===== config.mk =====
export PLATFORM = sky130hd
export DESIGN_NAME = car_sprite_engine
export DESIGN_NICKNAME = d
export VERILOG_FILES = /design/src/rtl/car_sprite_engine.sv
export SDC_FILE = /design/constraint.sdc
export NUM_CORES = 1
export LEC_CHECK = 0
export CAP_MARGIN = 20
export CORE_ASPECT_RATIO = 0.6
export CORE_MARGIN = 2
export CORE_UTILIZATION = 50
export CTS_BUF_LIST = sky130_fd_sc_hd__clkbuf_2 sky130_fd_sc_hd__clkbuf_4 sky130_fd_sc_hd__clkbuf_8
export DETAILED_ROUTE_END_ITERATION = 8
export PLACE_DENSITY = 0.81
export SLEW_MARGIN = 5
export SYNTH_ARGS = -nofsm -noshare
export SYNTH_HDL_FRONTEND = slang
export SYNTH_SLANG_ARGS = --single-unit

===== constraint.sdc =====
create_clock -name clk -period 6.34 [get_ports clk]
set_input_delay 1.902 -clock clk [delete_from_list [all_inputs] [get_ports clk]]
set_output_delay 1.902 -clock clk [all_outputs]
set_load 0.05 [all_outputs]

===== src/rtl/car_sprite_engine.sv =====
// Car sprite draw/erase responder: walks a SPRITE_W x SPRITE_H rectangle at the latched car
// position, two cycles per pixel, plotting sprite colours (draw) or background colours (erase).
//
// state   | meaning
// IDLE    | waiting for draw_en (priority) or erase_en
// ADDR    | ROM addresses for the current pixel are presented
// PLOT    | ROM data is back; pixel written unless clipped or transparent
// DONE    | one-cycle done pulse for the served mode
// RELEASE | wait for the served enable to drop
module car_sprite_engine #(
    parameter int         SPRITE_W    = 8,
    parameter int         SPRITE_H    = 8,
    parameter int         SPR_AW      = 6,
    parameter int         SCREEN_W    = 160,
    parameter int         SCREEN_H    = 120,
    parameter logic [2:0] TRANSPARENT = 3'b000
) (
    input  logic              clk,
    input  logic              resetn,
    input  logic              draw_en,
    input  logic              erase_en,
    input  logic              ldXY,
    input  logic [7:0]        car_x,
    input  logic [6:0]        car_y,
    output logic [SPR_AW-1:0] spr_addr,
    input  logic [2:0]        spr_data,
    output logic [14:0]       bg_addr,
    input  logic [2:0]        bg_data,
    output logic [7:0]        vga_x,
    output logic [6:0]        vga_y,
    output logic [2:0]        vga_colour,
    output logic              vga_plot,
    output logic              draw_done,
    output logic              erase_done
);

    localparam int IW = (SPRITE_W > 1) ? $clog2(SPRITE_W) : 1;
    localparam int JW = (SPRITE_H > 1) ? $clog2(SPRITE_H) : 1;

    typedef enum logic [2:0] {
        S_IDLE,
        S_ADDR,
        S_PLOT,
        S_DONE,
        S_RELEASE
    } state_t;

    typedef enum logic {
        M_DRAW,
        M_ERASE
    } mode_t;

    state_t        state;
    mode_t         mode;
    logic [IW-1:0] i;
    logic [JW-1:0] j;
    logic [7:0]    pos_x;
    logic [6:0]    pos_y;
    logic [8:0]    px_q;
    logic [7:0]    py_q;
    logic [2:0]    colour_q;

    logic              last_col;
    logic              last_row;
    logic [IW-1:0]     i_nxt;
    logic [JW-1:0]     j_nxt;
    logic [7:0]        base_x;
    logic [6:0]        base_y;
    logic [8:0]        px_nxt;
    logic [7:0]        py_nxt;
    logic [SPR_AW-1:0] spr_nxt;
    logic [14:0]       bg_nxt;
    logic              in_screen;
    logic [2:0]        pix_colour;

    assign last_col = (i == IW'(SPRITE_W - 1));
    assign last_row = (j == JW'(SPRITE_H - 1));

    // Next pixel coordinates, shared by the IDLE->ADDR and PLOT->ADDR transitions so that
    // the addresses are already registered for the whole ADDR cycle.
    always_comb begin
        i_nxt  = i;
        j_nxt  = j;
        base_x = pos_x;
        base_y = pos_y;
        if (state == S_IDLE) begin
            i_nxt = '0;
            j_nxt = '0;
            if (draw_en && ldXY) begin
                base_x = car_x;
                base_y = car_y;
            end
        end else if (last_col) begin
            i_nxt = '0;
            j_nxt = j + JW'(1);
        end else begin
            i_nxt = i + IW'(1);
        end
    end

    assign px_nxt  = {1'b0, base_x} + 9'(i_nxt);
    assign py_nxt  = {1'b0, base_y} + 8'(j_nxt);
    assign spr_nxt = SPR_AW'(j_nxt) * SPR_AW'(SPRITE_W) + SPR_AW'(i_nxt);
    assign bg_nxt  = 15'(py_nxt) * 15'(SCREEN_W) + 15'(px_nxt);

    assign in_screen  = (px_q < 9'(SCREEN_W)) && (py_q < 8'(SCREEN_H));
    assign pix_colour = (mode == M_DRAW) ? spr_data : bg_data;

    // ROM data only arrives during PLOT, so the strobe and colour are decoded from it directly.
    assign vga_plot   = (state == S_PLOT) && in_screen &&
                        ((mode == M_ERASE) || (spr_data != TRANSPARENT));
    assign vga_colour = (state == S_PLOT) ? pix_colour : colour_q;

    always_ff @(posedge clk) begin
        if (!resetn) begin
            state      <= S_IDLE;
            mode       <= M_DRAW;
            i          <= '0;
            j          <= '0;
            pos_x      <= '0;
            pos_y      <= '0;
            px_q       <= '0;
            py_q       <= '0;
            spr_addr   <= '0;
            bg_addr    <= '0;
            vga_x      <= '0;
            vga_y      <= '0;
            colour_q   <= '0;
            draw_done  <= 1'b0;
            erase_done <= 1'b0;
        end else begin
            case (state)
                S_IDLE: begin
                    if (draw_en) begin
                        mode <= M_DRAW;
                        if (ldXY) begin
                            pos_x <= car_x;
                            pos_y <= car_y;
                        end
                    end else if (erase_en) begin
                        mode <= M_ERASE;
                    end
                    if (draw_en || erase_en) begin
                        i        <= i_nxt;
                        j        <= j_nxt;
                        px_q     <= px_nxt;
                        py_q     <= py_nxt;
                        spr_addr <= spr_nxt;
                        bg_addr  <= bg_nxt;
                        state    <= S_ADDR;
                    end
                end
                S_ADDR: begin
                    vga_x <= px_q[7:0];
                    vga_y <= py_q[6:0];
                    state <= S_PLOT;
                end
                S_PLOT: begin
                    colour_q <= pix_colour;
                    i        <= i_nxt;
                    j        <= j_nxt;
                    if (last_col && last_row) begin
                        if (mode == M_DRAW) draw_done <= 1'b1;
                        else                erase_done <= 1'b1;
                        state <= S_DONE;
                    end else begin
                        px_q     <= px_nxt;
                        py_q     <= py_nxt;
                        spr_addr <= spr_nxt;
                        bg_addr  <= bg_nxt;
                        state    <= S_ADDR;
                    end
                end
                S_DONE: begin
                    draw_done  <= 1'b0;
                    erase_done <= 1'b0;
                    state      <= S_RELEASE;
                end
                S_RELEASE: begin
                    // Only the served enable matters; the other may already be waiting in IDLE.
                    if ((mode == M_DRAW && !draw_en) || (mode == M_ERASE && !erase_en))
                        state <= S_IDLE;
                end
                default: state <= S_IDLE;
            endcase
        end
    end

endmodule


**After elaboration in Yosys (flattened, before gate mapping)**

Cells that the tools add are included.
Widths: inputs -> output; s select.

- Bits in registers: 83
- Input bits: 26
- Output and inout bits: 42

- Add/subtract/negate cells: 6
- $mul: 1
- Magnitude comparators: 2
- Equality and inequality tests: 12
- Muxes and demuxes: 38
- Bitwise operators: 1
- Reductions and logical operators: 24

Operators with widths:

| cell | count |
|---|---|
| $mux 8 | 4 |
| $mux 15 | 2 |
| $mux 3 | 10 |
| $pmux 15 s2 | 1 |
| $mux 9 | 2 |
| $pmux 9 s2 | 1 |
| $pmux 8 s2 | 1 |
| $add 15x9->15 | 1 |
| $pmux 3 s5 | 1 |
| $mux 7 | 2 |
| $mux 6 | 2 |
| $pmux 3 s2 | 2 |
| $pmux 6 s2 | 1 |
| $reduce_and 3->1 | 4 |
| $mul 8x3->10 const B | 1 |
| $add 8x3->9 | 1 |
| $eq 3x3->1 const B | 3 |
| $lt 9x8->1 const B | 1 |
| $add 7x3->8 | 1 |
| $lt 8x7->1 const B | 1 |
| $ne 2x2->1 const B | 4 |
| $logic_and 1x1->1 | 7 |
| $add 3x1->3 const B | 2 |
| $add 6x3->6 | 1 |
| other kinds (13) | 28 |

**Logic depth before layout (Yosys ltp)**

- Depth in word-level cells: 8
- Mapped depth: 24

**Least setup slack after synthesis**

No wires, ideal clock.

- Path type: input-to-reg
- Start point: in draw_en
- End point: reg bg_addr[14]
- Setup time: 122 ps
- Arrival time: 5905 ps
- Required time: 6218 ps
- Setup slack: 313 ps
- Stages: 23
- Cell sequence: buf_2 > nand2_1 > nor2_8 > buf_8 > nand2_1 > nand2_1 > ha_1 > clkbuf_1 > nand2_1 > or3_4 > nand3_1 > xor2_2 > inv_1 > ha_1 > ha_1 > fa_1 > a21o_1 > a21oi_1 > xnor2_1 > nand4_1 > nor3_1 > xnor2_1 > a21oi_1

- Longest elaborated chain between the ends: 8

Ends and longest elaborated chain:

| what | RTL line | RTL |
|---|---|---|
| start: declaration | 20 | `input logic draw_en,` |
| $logic_and 1x1->1 * | 89 | `if (draw_en && ldXY) begin` |
| $mux 7 * | 89 |  |
| $mux 7 * | 86 | `if (state == S_IDLE) begin` |
| $add 7x3->8 * | 102 | `assign py_nxt = {1'b0, base_y} + 8'(j_nxt);` |
| via py_nxt[3] | 70 | `logic [7:0] py_nxt;` |
| $mul 8x3->10 * | 104 | `assign bg_nxt = 15'(py_nxt) * 15'(SCREEN_W) + 15'(px_nxt);` |
| $add 15x9->15 * | 104 |  |
| $mux 15 (on tied branches) | 162, 143 |  |
| $pmux 15 s2 * | 132 | `case (state)` |
| end signal: assignment | 149 | `bg_addr <= bg_nxt;` |
| end signal: assignment | 170 | `bg_addr <= bg_nxt;` |
| end: declaration | 27 | `output logic [14:0] bg_addr,` |

The timed path passes the listed nets; every way through them passes the cells marked *. The select of a mux whose other input is x is not followed.
A chain may end at the register's enable or synchronous reset.

**Final worst setup path**

Same ends and word-level chain as after synthesis.

==> metrics.txt <==
# TYPE chip_impl_metric gauge
chip_impl_info{name="status",value="finished clean"} 1
chip_impl_info{name="r2r_start",value="i[0]$_SDFFE_PN0P_"} 1
chip_impl_info{name="endpoint_of_the_lowest_slack_register_to_register_path",value="bg_addr[14]$_SDFFE_PN0P_"} 1
chip_impl_metric{name="postRouteWirelength",unit="mm"} 10.8
chip_impl_info{name="grt_setup_unrepaired",value="no"} 1
chip_impl_metric{name="finClkSkew",unit="ns"} 0.0120
chip_impl_metric{name="post-synth-top-area-fraction",unit="%"} 37.5
chip_impl_info{name="synth_area_leader_cell",value="dfxtp_1"} 1
chip_impl_metric{name="cts.sinks",unit=""} 78
chip_impl_metric{name="buffer_ports.inserted",unit=""} 67
chip_impl_metric{name="first_pass_iters",unit=""} 5
chip_impl_metric{name="max_slew_margin",unit="%"} 57.7
chip_impl_metric{name="critPathMaxFanout",unit=""} 5
chip_impl_metric{name="leakage",unit="nW"} 1.96
chip_impl_metric{name="synth_nets",unit=""} 546
chip_impl_metric{name="maxCapViolations",unit=""} 0
chip_impl_metric{name="total_power",unit="mW"} 1.24
chip_impl_metric{name="postCtsSetupBuffers",unit=""} 0
chip_impl_metric{name="critical_path_required",unit="ns"} 6.59
chip_impl_metric{name="ioPinCount",unit=""} 68
chip_impl_metric{name="finalSetupViolCount",unit=""} 0
chip_impl_metric{name="synth_seq_cells",unit=""} 78
chip_impl_metric{name="placer_congestion",unit=""} 0.895
chip_impl_metric{name="die_w",unit="um"} 122
chip_impl_metric{name="fp-row-count",unit=""} 25
chip_impl_metric{name="report.final.hold_viol_count",unit=""} 0
chip_impl_metric{name="worst_pin_slew",unit="ns"} 0.627
chip_impl_metric{name="detailedPlacementHpwl",unit="mm"} 7.77
chip_impl_metric{name="fin_crit_sh",unit="%"} 96.5
chip_impl_info{name="ys_top_cells_by_area",value="dfxtp_1, nand2_1, a21oi_1"} 1
chip_impl_metric{name="maxSlewViolCount",unit=""} 0
chip_impl_metric{name="yosysSeqAreaShare",unit="%"} 37.5
chip_impl_metric{name="critical_path_arrival",unit="ns"} 6.36
chip_impl_metric{name="maxClockFrequency",unit="MHz"} 163
chip_impl_metric{name="drt_iter0_drc",unit=""} 331
chip_impl_metric{name="grt.overflow.total",unit=""} 0
chip_impl_metric{name="cts_made_buffers",unit=""} 9
chip_impl_metric{name="cts.htree.levels",unit=""} 3
chip_impl_metric{name="syn-cell-area",unit="um2"} 4160
chip_impl_metric{name="finalNetCount",unit=""} 608
chip_impl_metric{name="syn-instance-count",unit=""} 493
chip_impl_metric{name="r2r.worst_path.cells",unit=""} 20
chip_impl_metric{name="layout_cells_sized_above_1",unit="%"} 10.9
chip_impl_metric{name="yosys_warnings",unit=""} 0
chip_impl_metric{name="post_synthesis_async_set_or_reset_flop_share",unit="%"} 0
chip_impl_info{name="worst-setup-path-type",value="in2reg"} 1
chip_impl_info{name="clock-root-buffer",value="clkbuf_8"} 1
chip_impl_metric{name="via_per_instance_ratio",unit=""} 5.66
chip_impl_info{name="ys_dominant_reg_cell",value="dfxtp_1"} 1
chip_impl_metric{name="post_synth_num_cell_types",unit=""} 57
chip_impl_metric{name="antenna-diode-count",unit=""} 0
chip_impl_metric{name="syn_area_per_cell",unit="um2"} 8.44
chip_impl_metric{name="start_util",unit="%"} 52.2
chip_impl_metric{name="route.detailed.drc",unit=""} 0
chip_impl_info{name="holdCritPathClass",value="reg2reg"} 1
chip_impl_info{name="critPathLaunchType",value="input pin"} 1
chip_impl_metric{name="route.vias.total",unit=""} 3782
chip_impl_metric{name="grt_max_degree",unit=""} 42
chip_impl_metric{name="power_density",unit="nW/um2"} 241
chip_impl_metric{name="route.detailed.wl_per_inst",unit="um"} 16.2
chip_impl_metric{name="ir_worst_vdd",unit="mV"} 0.193
chip_impl_metric{name="ctsLongestPathBuffers",unit=""} 2
chip_impl_metric{name="clkTransAtPathRegs",unit="ns"} 0.09
chip_impl_metric{name="grt_pass1_wl",unit="mm"} 17.4
chip_impl_metric{name="r2r_slack",unit="ns"} 1.23
chip_impl_metric{name="post-route-min-period",unit="ns"} 6.12
chip_impl_info{name="end_kind",value="flop"} 1
chip_impl_metric{name="die_y",unit="um"} 74.7
chip_impl_metric{name="setup_tns",unit="ns"} 0
chip_impl_metric{name="first_global_vias",unit=""} 3620
chip_impl_metric{name="antenna_left",unit=""} 0
chip_impl_info{name="tritoncts_clock_tree",value="yes"} 1
chip_impl_metric{name="grt_antenna_before_repair",unit=""} 0
chip_impl_metric{name="layout-area-overhead-vs-synth",unit="%"} 24.1
chip_impl_metric{name="synth_enable_flop_cells",unit=""} 0
chip_impl_metric{name="die_area",unit="um2"} 9090
chip_impl_metric{name="core",unit="um2"} 7980
chip_impl_metric{name="gr-usage-all-layers",unit="%"} 25.0
chip_impl_info{name="cp_startpoint",value="draw_en"} 1
chip_impl_metric{name="worstSkewPairLatency",unit="ns"} 0.37
chip_impl_info{name="worst_setup_path_endpoint",value="bg_addr[14]$_SDFFE_PN0P_"} 1
registers in the layout, indices dropped and copies added, names as in the netlist, 4 cells and up:
name	flops
vga_y	7
spr_addr	6
pos_x	8
bg_addr	15
px_q	4
vga_x	8
py_q	8
pos_y	7
worst min path at each step:
stage                             startpoint                       end  cells past startpoint
floorplan               py_q[0]$_SDFFE_PN0P_     vga_y[0]$_SDFFE_PN0N_                      2
global route            py_q[1]$_SDFFE_PN0P_     vga_y[1]$_SDFFE_PN0N_                      2
global placement       vga_x[3]$_SDFFE_PN0N_     vga_x[3]$_SDFFE_PN0N_                      2
CTS                    vga_y[4]$_SDFFE_PN0N_     vga_y[4]$_SDFFE_PN0N_                      2
detailed placement  bg_addr[10]$_SDFFE_PN0P_  bg_addr[10]$_SDFFE_PN0P_                      2
finish                 vga_y[1]$_SDFFE_PN0N_     vga_y[1]$_SDFFE_PN0N_                      2
repair_timing:
item,in CTS,in global routing
endpoints found under the setup margin,0,2
gates resized for setup,0,1
hold buffers,0,0
synthesized netlist by cell type (2+ instances only):
master,number
fa_1,3
nor2_1,39
inv_1,4
or3_4,2
nand4_1,6
xnor2_1,18
nand3b_1,2
a211oi_1,8
o21ai_0,10
nor3b_1,3
buf_4,5
a31oi_1,2
o21bai_1,2
clkbuf_1,18
a31oi_2,2
a32oi_1,3
a22oi_1,2
mux2i_1,13
xor2_1,5
nand3_1,7
buf_6,3
mux2_2,4
buf_2,7
ha_1,24
or3_1,3
nor3_1,8
nor2b_1,2
and2_1,5
nor3_2,2
dfxtp_1,78
a21oi_1,63
nand2_1,108
a21o_1,8
cell type report:
class                           instances  area [um2]
Fill cell                             649        2820
Multi-Input combinational cell        376        2400
Sequential cell                        78        1560
Timing Repair Buffer                   85         813
Clock buffer                           11         151
Tap cell                              108         135
Clock inverter                          5        81.3
Inverter                                5        18.8
metal layers:
metal	track usage, %	share of wire (%)
met1	32.9	47
met2	40.4	45
met3	7.27	6.4
met4	8.17	2.1
met5	0	0
power by group:
part | total (mW) | internal, mW | switching [mW]
clock network | 0.436 | 0.243 | 0.192
registers | 0.533 | 0.514 | 0.0192
logic | 0.275 | 0.103 | 0.173
per-stage QoR:
step	hold slack [ns]	instance area, um2	util, %	setup slack [ns]	cells
2_1_floorplan	0.432	4160	-	0.313	493
3_3_place_gp	0.444	4910	61.6	0.185	651
3_5_place_dp	0.449	4910	61.6	-0.0200	651
4_1_cts	0.460	5140	64.5	0.222	667
5_1_grt	0.471	5160	64.7	0.0000302	668
6_report	0.458	5160	64.7	0.222	668
cells by family after synthesis:
group / count (synthesis) / share of synthesized area (%)
XOR/XNOR: 25 / 5.62
multiplexers: 20 / 5.17
AO/OA/AOI/OAI: 109 / 16.4
AND/OR/NAND/NOR: 195 / 21.6
buffers and inverters: 39 / 4.99
flip-flops: 78 / 37.5
adder cells (fa/ha/maj): 27 / 8.66
worst max-delay path: stages:
cell	delay [ns]
clkdlybuf4s50_1	0.54
nand2_2	0.20
nor2_8	0.04
nand2_1	0.09
nand2_1	0.07
ha_1	0.35
nand2_1	0.08
or3_4	0.38
nand3_1	0.13
xor2_2	0.17
inv_1	0.07
ha_1	0.31
ha_1	0.24
fa_1	0.41
a21o_1	0.19
a21oi_1	0.22
xnor2_1	0.20
nand4_1	0.20
nor3_1	0.32
xnor2_1	0.16
a21oi_1	0.09
cell usage in the layout (no fill, tap or decap), types with 4 or more instances in the layout:
cell	n
nand3_1	7
xor2_1	5
a211oi_1	8
inv_1	4
mux2i_1	13
clkbuf_8	11
mux2_2	4
ha_1	24
nand2_1	107
xnor2_1	18
a21oi_1	63
clkdlybuf4s50_1	67
nand4_1	6
o21ai_0	10
dfxtp_1	78
a21o_1	8
and2_1	5
buf_4	17
nor3_1	8
nor2_1	39
Power figures use the tool's default switching activity.
